### config.mk
export PLATFORM = sky130hd
export DESIGN_NAME = regfile_arbiter
export DESIGN_NICKNAME = d
export VERILOG_FILES = /design/src/rtl/regfile_arb_pkg.sv /design/src/rtl/rr_pick2.sv /design/src/rtl/regfile_arbiter.sv
export SDC_FILE = /design/constraint.sdc
export NUM_CORES = 1
export LEC_CHECK = 0
export CAP_MARGIN = 20
export CORE_MARGIN = 2
export CORE_UTILIZATION = 40
export DETAILED_ROUTE_END_ITERATION = 10
export PLACE_DENSITY = 0.76
export SLEW_MARGIN = 30
export SYNTH_ARGS = -nofsm -noshare
export SYNTH_HDL_FRONTEND = slang
export SYNTH_HIERARCHICAL = 1
export SYNTH_SLANG_ARGS = --single-unit
### constraint.sdc
create_clock -name clk -period 1.5 [get_ports clk]
set_input_delay 0.225 -clock clk [delete_from_list [all_inputs] [get_ports clk]]
set_output_delay 0.225 -clock clk [all_outputs]
set_load 0.05 [all_outputs]
### src/rtl/regfile_arb_pkg.sv
// Shared types and constants for the register-file arbiter and its round-robin picker.
package regfile_arb_pkg;

    localparam int DATA_W_DEF = 16;
    localparam int ADDR_W_DEF = 4;

    localparam logic REQ_FETCH = 1'b0;
    localparam logic REQ_EXEC  = 1'b1;

    typedef enum logic [1:0] {
        IDLE   = 2'd0,
        SETUP  = 2'd1,
        ACCESS = 2'd2,
        RESP   = 2'd3
    } state_t;

endpackage

### src/rtl/rr_pick2.sv
// Combinational two-input round-robin picker: a lone request wins outright,
// simultaneous requests are resolved by the priority pointer.
module rr_pick2
    import regfile_arb_pkg::*;
(
    input  logic req0,
    input  logic req1,
    input  logic prio,
    output logic grant_valid,
    output logic grant_id
);

    always_comb begin
        grant_valid = req0 | req1;
        if (req0 && req1) begin
            grant_id = prio;
        end else begin
            grant_id = req1 ? REQ_EXEC : REQ_FETCH;
        end
    end

endmodule

### src/rtl/regfile_arbiter.sv
// Two-requester round-robin arbiter that sequences register-file accesses
// through SETUP/ACCESS/RESP and returns read data with a one-cycle ack.
//
// state  | meaning
// IDLE   | waiting for a request; grant and latch the winner
// SETUP  | present addr^1 with cs low so the address always changes
// ACCESS | drive addr/data/wr with cs high; capture read data on exit
// RESP   | pulse ack to the granted requester and rotate priority
module regfile_arbiter
    import regfile_arb_pkg::*;
#(
    parameter int DATA_W = DATA_W_DEF,
    parameter int ADDR_W = ADDR_W_DEF
) (
    input  logic              clk,
    input  logic              rst_n,
    input  logic              req0,
    input  logic              req1,
    input  logic              wr0,
    input  logic              wr1,
    input  logic [ADDR_W-1:0] addr0,
    input  logic [ADDR_W-1:0] addr1,
    input  logic [DATA_W-1:0] wdata0,
    input  logic [DATA_W-1:0] wdata1,
    output logic              ack0,
    output logic              ack1,
    output logic [DATA_W-1:0] rdata,
    output logic              busy,
    output logic [ADDR_W-1:0] rf_addr,
    output logic [DATA_W-1:0] rf_data_in,
    output logic              rf_wr,
    output logic              rf_cs,
    input  logic [DATA_W-1:0] rf_data_out
);

    state_t              state, state_nxt;
    logic                prio, prio_nxt;
    logic                id_q, id_nxt;
    logic                wr_q, wr_nxt;
    logic [ADDR_W-1:0]   addr_q, addr_nxt;
    logic [DATA_W-1:0]   wdata_q, wdata_nxt;
    logic                ack0_nxt, ack1_nxt;
    logic [DATA_W-1:0]   rdata_nxt;
    logic [ADDR_W-1:0]   rf_addr_nxt;
    logic [DATA_W-1:0]   rf_data_in_nxt;
    logic                rf_wr_nxt, rf_cs_nxt;
    logic                grant_valid, grant_id;

    rr_pick2 u_pick (
        .req0        (req0),
        .req1        (req1),
        .prio        (prio),
        .grant_valid (grant_valid),
        .grant_id    (grant_id)
    );

    always_ff @(posedge clk or negedge rst_n) begin
        if (!rst_n) begin
            state      <= IDLE;
            prio       <= REQ_FETCH;
            id_q       <= REQ_FETCH;
            wr_q       <= 1'b0;
            addr_q     <= '0;
            wdata_q    <= '0;
            ack0       <= 1'b0;
            ack1       <= 1'b0;
            busy       <= 1'b0;
            rdata      <= '0;
            rf_addr    <= '0;
            rf_data_in <= '0;
            rf_wr      <= 1'b0;
            rf_cs      <= 1'b0;
        end else begin
            state      <= state_nxt;
            prio       <= prio_nxt;
            id_q       <= id_nxt;
            wr_q       <= wr_nxt;
            addr_q     <= addr_nxt;
            wdata_q    <= wdata_nxt;
            ack0       <= ack0_nxt;
            ack1       <= ack1_nxt;
            busy       <= (state_nxt != IDLE);
            rdata      <= rdata_nxt;
            rf_addr    <= rf_addr_nxt;
            rf_data_in <= rf_data_in_nxt;
            rf_wr      <= rf_wr_nxt;
            rf_cs      <= rf_cs_nxt;
        end
    end

    // Outputs are registered, so each branch computes the values the pins
    // take while sitting in the state being entered.
    always_comb begin
        state_nxt      = state;
        prio_nxt       = prio;
        id_nxt         = id_q;
        wr_nxt         = wr_q;
        addr_nxt       = addr_q;
        wdata_nxt      = wdata_q;
        ack0_nxt       = 1'b0;
        ack1_nxt       = 1'b0;
        rdata_nxt      = rdata;
        rf_addr_nxt    = rf_addr;
        rf_data_in_nxt = rf_data_in;
        rf_wr_nxt      = 1'b0;
        rf_cs_nxt      = 1'b0;
        case (state)
            IDLE: begin
                if (grant_valid) begin
                    state_nxt   = SETUP;
                    id_nxt      = grant_id;
                    wr_nxt      = grant_id ? wr1 : wr0;
                    addr_nxt    = grant_id ? addr1 : addr0;
                    wdata_nxt   = grant_id ? wdata1 : wdata0;
                    rf_addr_nxt = addr_nxt ^ ADDR_W'(1);
                end
            end
            SETUP: begin
                state_nxt      = ACCESS;
                rf_addr_nxt    = addr_q;
                rf_data_in_nxt = wdata_q;
                rf_wr_nxt      = wr_q;
                rf_cs_nxt      = 1'b1;
            end
            ACCESS: begin
                state_nxt = RESP;
                if (!wr_q) begin
                    rdata_nxt = rf_data_out;
                end
                ack0_nxt = (id_q == REQ_FETCH);
                ack1_nxt = (id_q == REQ_EXEC);
            end
            RESP: begin
                state_nxt = IDLE;
                prio_nxt  = ~id_q;
            end
            default: state_nxt = IDLE;
        endcase
    end

endmodule
# Word-level counts from Yosys, hierarchy flattened
# Index checks and enable logic that the tools add are counted.
[word_totals]
out_inout_bits = 41
in_bits = 62
mem_count = 0
latchBits = 0
mem_bits_ro = 0
ramBits = 0
regBits = 66
[classes]
addsub = 0
magnitude_cmp = 0
n_shift = 0
n_bitwise = 4
n_eq_ne = 4
multipliers = 0
n_mux = 13
reduce_logical = 7
n_div = 0
[op_table]
columns = ["op", "count"]
rows = [
  ["$mux W16", 1],
  ["$mux W4", 2],
  ["$pmux W2 S4", 1],
  ["$pmux W4 S2", 1],
  ["$mux W1", 7],
  ["$reduce_and A2 Y1", 3],
  ["$eq A2 B2 Y1 const B", 2],
  ["$reduce_bool A2 Y1", 2],
  ["$not A1 Y1", 3],
  ["$eq A2 B1 Y1 const B", 1],
  ["$logic_not A2 Y1", 1],
  ["$mux W2", 1],
  ["$ne A2 B2 Y1 const B", 1],
  ["$logic_and A1 B1 Y1", 1],
  ["$or A1 B1 Y1", 1],
]

# Depth between registers and ports, before layout
[logic_depth]
ltp_word = 6
mapped_depth = 7
mapped_depth_nobuf = 5

# Hierarchy
# Netlist, hierarchy kept.
[modules_own_cells]
columns = ["mod", "seq_area_each_um2", "area_per_inst_um2", "cells_each", "n_inst"]
rows = [
  ["regfile_arbiter", 1651.6, 2788.9, 209, 1],
  ["rr_pick2", 0.0, 17.5, 3, 1],
]

# Worst setup path after synthesis
# OpenSTA, ideal clock, no wires.
[synth_timing]
kind = "reg-to-reg"
from = "reg state[0]"
to = "reg rf_addr[0]"
slack_ns = -0.089
path_stages_with_launch = 5
arrival_ns = 1.464
required_time_ns = 1.375
cell_sequence = "dfrtp_1 -> inv_1 -> ha_1 -> mux2i_1 -> mux2_2"
[synth_via]
elab_chain_len = 3
word_cells_on_any_way = 6
[synth_rtl]
columns = ["element", "line_no", "text"]
rows = [
  ["from (decl)", "regfile_arbiter.sv:36", "state_t state, state_nxt;"],
  ["from (signal assigned)", "regfile_arbiter.sv:74", "state <= state_nxt;"],
  ["$eq A2 B1 Y1 or $logic_not A2 Y1 (tied branches)", "regfile_arbiter.sv:107", "case (state)"],
  ["$reduce_bool A2 Y1 (no line) or $ne A2 B2 Y1 (tied branches)", "--", ""],
  ["$reduce_and A2 Y1 (no line)", "--", ""],
  ["to (signal assigned)", "regfile_arbiter.sv:84", "rf_addr <= rf_addr_nxt;"],
  ["to (decl)", "regfile_arbiter.sv:29", "output logic [ADDR_W-1:0] rf_addr,"],
]
# Parallel ways exist; a longest one is shown, timed or not.
# A chain may end at the register's enable or synchronous reset.

# Worst setup path in the final report
[layout_timing]
from = "reg state[0]"
to = "reg rdata[4]"
[layout_via]
elab_chain_len = 2
[layout_rtl]
columns = ["element", "line_no", "text"]
rows = [
  ["$eq A2 B2 Y1", "regfile_arbiter.sv:107", ""],
  ["$reduce_and A2 Y1 (no line)", "--", ""],
  ["to (signal assigned)", "regfile_arbiter.sv:83", "rdata <= rdata_nxt;"],
  ["to (decl)", "regfile_arbiter.sv:27", "output logic [DATA_W-1:0] rdata,"],
]
# Every way passes these cells.

==> impl_results.md <==
- Asr flop ratio synth: 100%
- Internal power: 5.80 mW
- Pwr Total: 10.2 mW
- RSZ-0062 raised after global routing: yes
- Slew HR: 76.9%
- DRC errors left: 0
- Net Sw Power: 4.36 mW
- Core area: 6790 µm²
- Largest net degree at the start of global routing: 67
- Placement Rows: 30
- Starting density of the core: 41.3%
- Crit path to: rdata[4]
- Max cap viols: 0
- Worst setup SP type: register
- DRT iter0 DRCs: 78
- Placed Area: 3950 µm²
- Synth top cells by count: dfrtp_1 (66), mux2_2 (37), mux2i_1 (23)
- Main combinational cell family by area after synthesis: multiplexers
- Drt wl/cell: 13.6 µm
- Die Ht: 87.8 µm
- H-tree Lvls: 3
- Clock-pin slew on the worst setup and hold paths: 0.07 ns
- Routed Antenna Nets: 0
- Seq pwr share: 31.0%
- GR Overflow Total: 0
- Slew Limit Fails: 0
- Fin util: 61.9%
- Worst skew pair latency: 0.33 ns
- XOR/XNOR Fraction of Synth Area: 0%
- Layout cells sized above 1: 36.8%
- Distinct cell type count after synthesis: 20
- Area fraction of the dominant cell type after synthesis: 58.8%
- CTS root buffer: clkbuf_8
- Final hold slack: 0.434 ns
- Flops & latches, synth: 66
- Endpoint class of the critical path: register
- R2r endpoint: rdata[4]
- Initial antenna violation count: 0
- CTS Buf Count: 9
- Die area: 7700 µm²
- Longest Clk Path Bufs: 2
- Filler Cell Count: 566
- First-pass GRT wire length: 9370 µm
- Area of the multi-input gates: 1090 µm²
- Depth of the worst register-to-register path: 5
- Status: complete, no violations
- Mux cell area share after synthesis: 23.0%
- DR vias: 1999
- Overall Global Routing Usage: 15.9%
- Comb pwr share: 54.8%
- Simple-gate area share of the yosys netlist: 5.35%
- Post-Synth Adder-Cell Area: 3.12%
- Most common cell in the synthesized netlist: dfrtp_1
- Synth top area cells: dfrtp_1 (59%), mux2_2 (15%), mux2i_1 (8.2%)
- Worst-margin pin slew: 0.347 ns
- Compound-Gate Fraction of Synth Area: 5.44%
- Syn avg cell area: 13.2 µm²
- Number of port buffers: 102
- IO Pins: 103
- Final worst path period need: 1.45 ns
- Syn_nets: 281
- Number of synthesized flops with an enable pin: 0
- Sw Share: 42.9%
- Finished Cell Area: 4200 µm²
- Warning count from the yosys run: 6
- Hold Violations, Final: 0
- Register area share after synthesis: 58.8%
- Final WL: 5910 µm
- Lkg Pwr: 1.87 nW
- Worst Skew: 0.00607 ns
- Chip width: 87.8 µm
- CP required: 1.71 ns
- Syn-to-layout area delta: 49.8%
- Number of global-route vias before repair: 2014
- FF+latch area: 1650 µm²
- Clock sink count: 66
- Clk pwr share: 14.2%
- Antenna cells: 0
- F_max: 689 MHz
- Gpl congestion: 0.717
- Worst Path Max Fanout: 8
- CTS tree: built
- Critical setup path kind: reg -> reg
- Synth Instances: 212
- Final nets: 403
- Reg2Reg Setup Slack: 0.05 ns
- Worst r2r src: state[0]
- Pwr per Cell Area: 2420 nW/µm²
- Worst Path Arrival: 1.67 ns
- Final setup margin: 0.0485 ns
- Ys flop type: dfrtp_1
- Number of vias per cell: 4.62
- CP startpoint: state[0]
- Mapped cell area: 2810 µm²
- Synth area leader: dfrtp_1
- Detail Placement HPWL: 4250 µm
- Peak supply drop: 1080 µV
- Final Cycle Share: 96.8%
- Drt pass-1 iters: 4
- Setup WS pre-CTS: -0.271 ns
- Final setup vio count: 0
- Worst hold path type: in -> async
==> cell families (layout without fill, tap and decap cells) <==
group / Yosys count / count (layout)
muxes: 60 / 60
DFF: 66 / 66
adders and majority gates: 7 / 7
and+or+nand+nor: 33 / 33
AOI/OAI and AO/OA: 28 / 28
buffers and inverters: 18 / 143
==> metal layers <==
metal | GRT usage [%] | up-vias | wire length [µm]
li1 | - | 971 | -
met1 | 20.5 | 939 | 2620
met2 | 25.6 | 81 | 2810
met3 | 3.77 | 8 | 399
met4 | 7.13 | 0 | 76
met5 | 0 | - | 0
==> registers in the layout (all words and copies together), names as in the netlist <==
signal / count
rdata: 16
rf_data_in: 16
wdata_q: 16
addr_q: 4
rf_addr: 4
state: 2
ack0: 1
ack1: 1
busy: 1
id_q: 1
prio: 1
rf_cs: 1
rf_wr: 1
wr_q: 1
==> worst min-delay path by stage <==
| stage | endpoint | slack [ns] | depth (start not counted) |
|---|---|---|---|
| after floorplan | ack0 | -0.07 | 0 |
| after global placement | rdata[0] | 0.27 | 2 |
| after detailed placement | rdata[14] | 0.27 | 2 |
| after CTS | rdata[14] | 0.45 | 3 |
| after global routing | rdata[14] | 0.49 | 3 |
| final | rdata[14] | 0.43 | 3 |
==> critical path, cell delays in order, from the launching register on <==
cell     delay (ns)
dfrtp_1        0.39
inv_2          0.09
ha_2           0.19
nor2b_4        0.18
buf_6          0.15
mux2_2         0.34
==> stage by stage <==
step | instances | TNS, ns
floorplan | 212 | -0.00302
CTS | 430 | 0
detailed placement | 415 | -5.37
finish | 433 | 0
global placement | 415 | -4.51
global route | 433 | -0.216
==> layout by cell type, fill, tap and decap left out, types with 2 or more instances in the layout <==
| master | instances |
|---|---|
| ha_1 | 4 |
| buf_4 | 55 |
| nor2_1 | 22 |
| a21oi_1 | 21 |
| mux2i_1 | 22 |
| a211oi_1 | 2 |
| inv_2 | 3 |
| nor2b_1 | 3 |
| ha_2 | 2 |
| buf_12 | 4 |
| inv_1 | 3 |
| o21ai_0 | 2 |
| dfrtp_1 | 66 |
| clkinv_2 | 2 |
| buf_6 | 2 |
| mux2_2 | 37 |
| clkdlybuf4s50_1 | 60 |
| and2_1 | 2 |
| a21o_1 | 2 |
| clkbuf_8 | 11 |
==> final cells by class <==
class	instances	share of cell area (%)
Inverter	6	0.536
Tap cell	96	2.86
Sequential cell	66	39.3
Clock buffer	11	3.60
Clock inverter	3	0.952
Timing Repair Buffer	123	26.9
Multi-Input combinational cell	128	25.9
==> power by group through the flow <==
| stage | Clock (mW) | Combinational, mW | Sequential [mW] |
|---|---|---|---|
| floorplan | 0 | 1.85 | 5.01 |
| global placement | 0 | 5.40 | 3.14 |
| detailed placement | 0 | 5.50 | 3.17 |
| CTS | 1.48 | 5.54 | 3.15 |
| global route | 1.58 | 5.95 | 3.26 |
| finish | 1.45 | 5.56 | 3.15 |
==> what timing repair did <==
action | in CTS | in global routing
setup endpoints to repair | 35 | 44
gates resized for setup | 5 | 8
hold endpoints to repair | 66 | 0
buffers inserted | 0 | 2
hold buffers | 1 | 0
pin swaps | 0 | 1
gates cloned | 0 | 1
(Power assumes the default switching activity.)
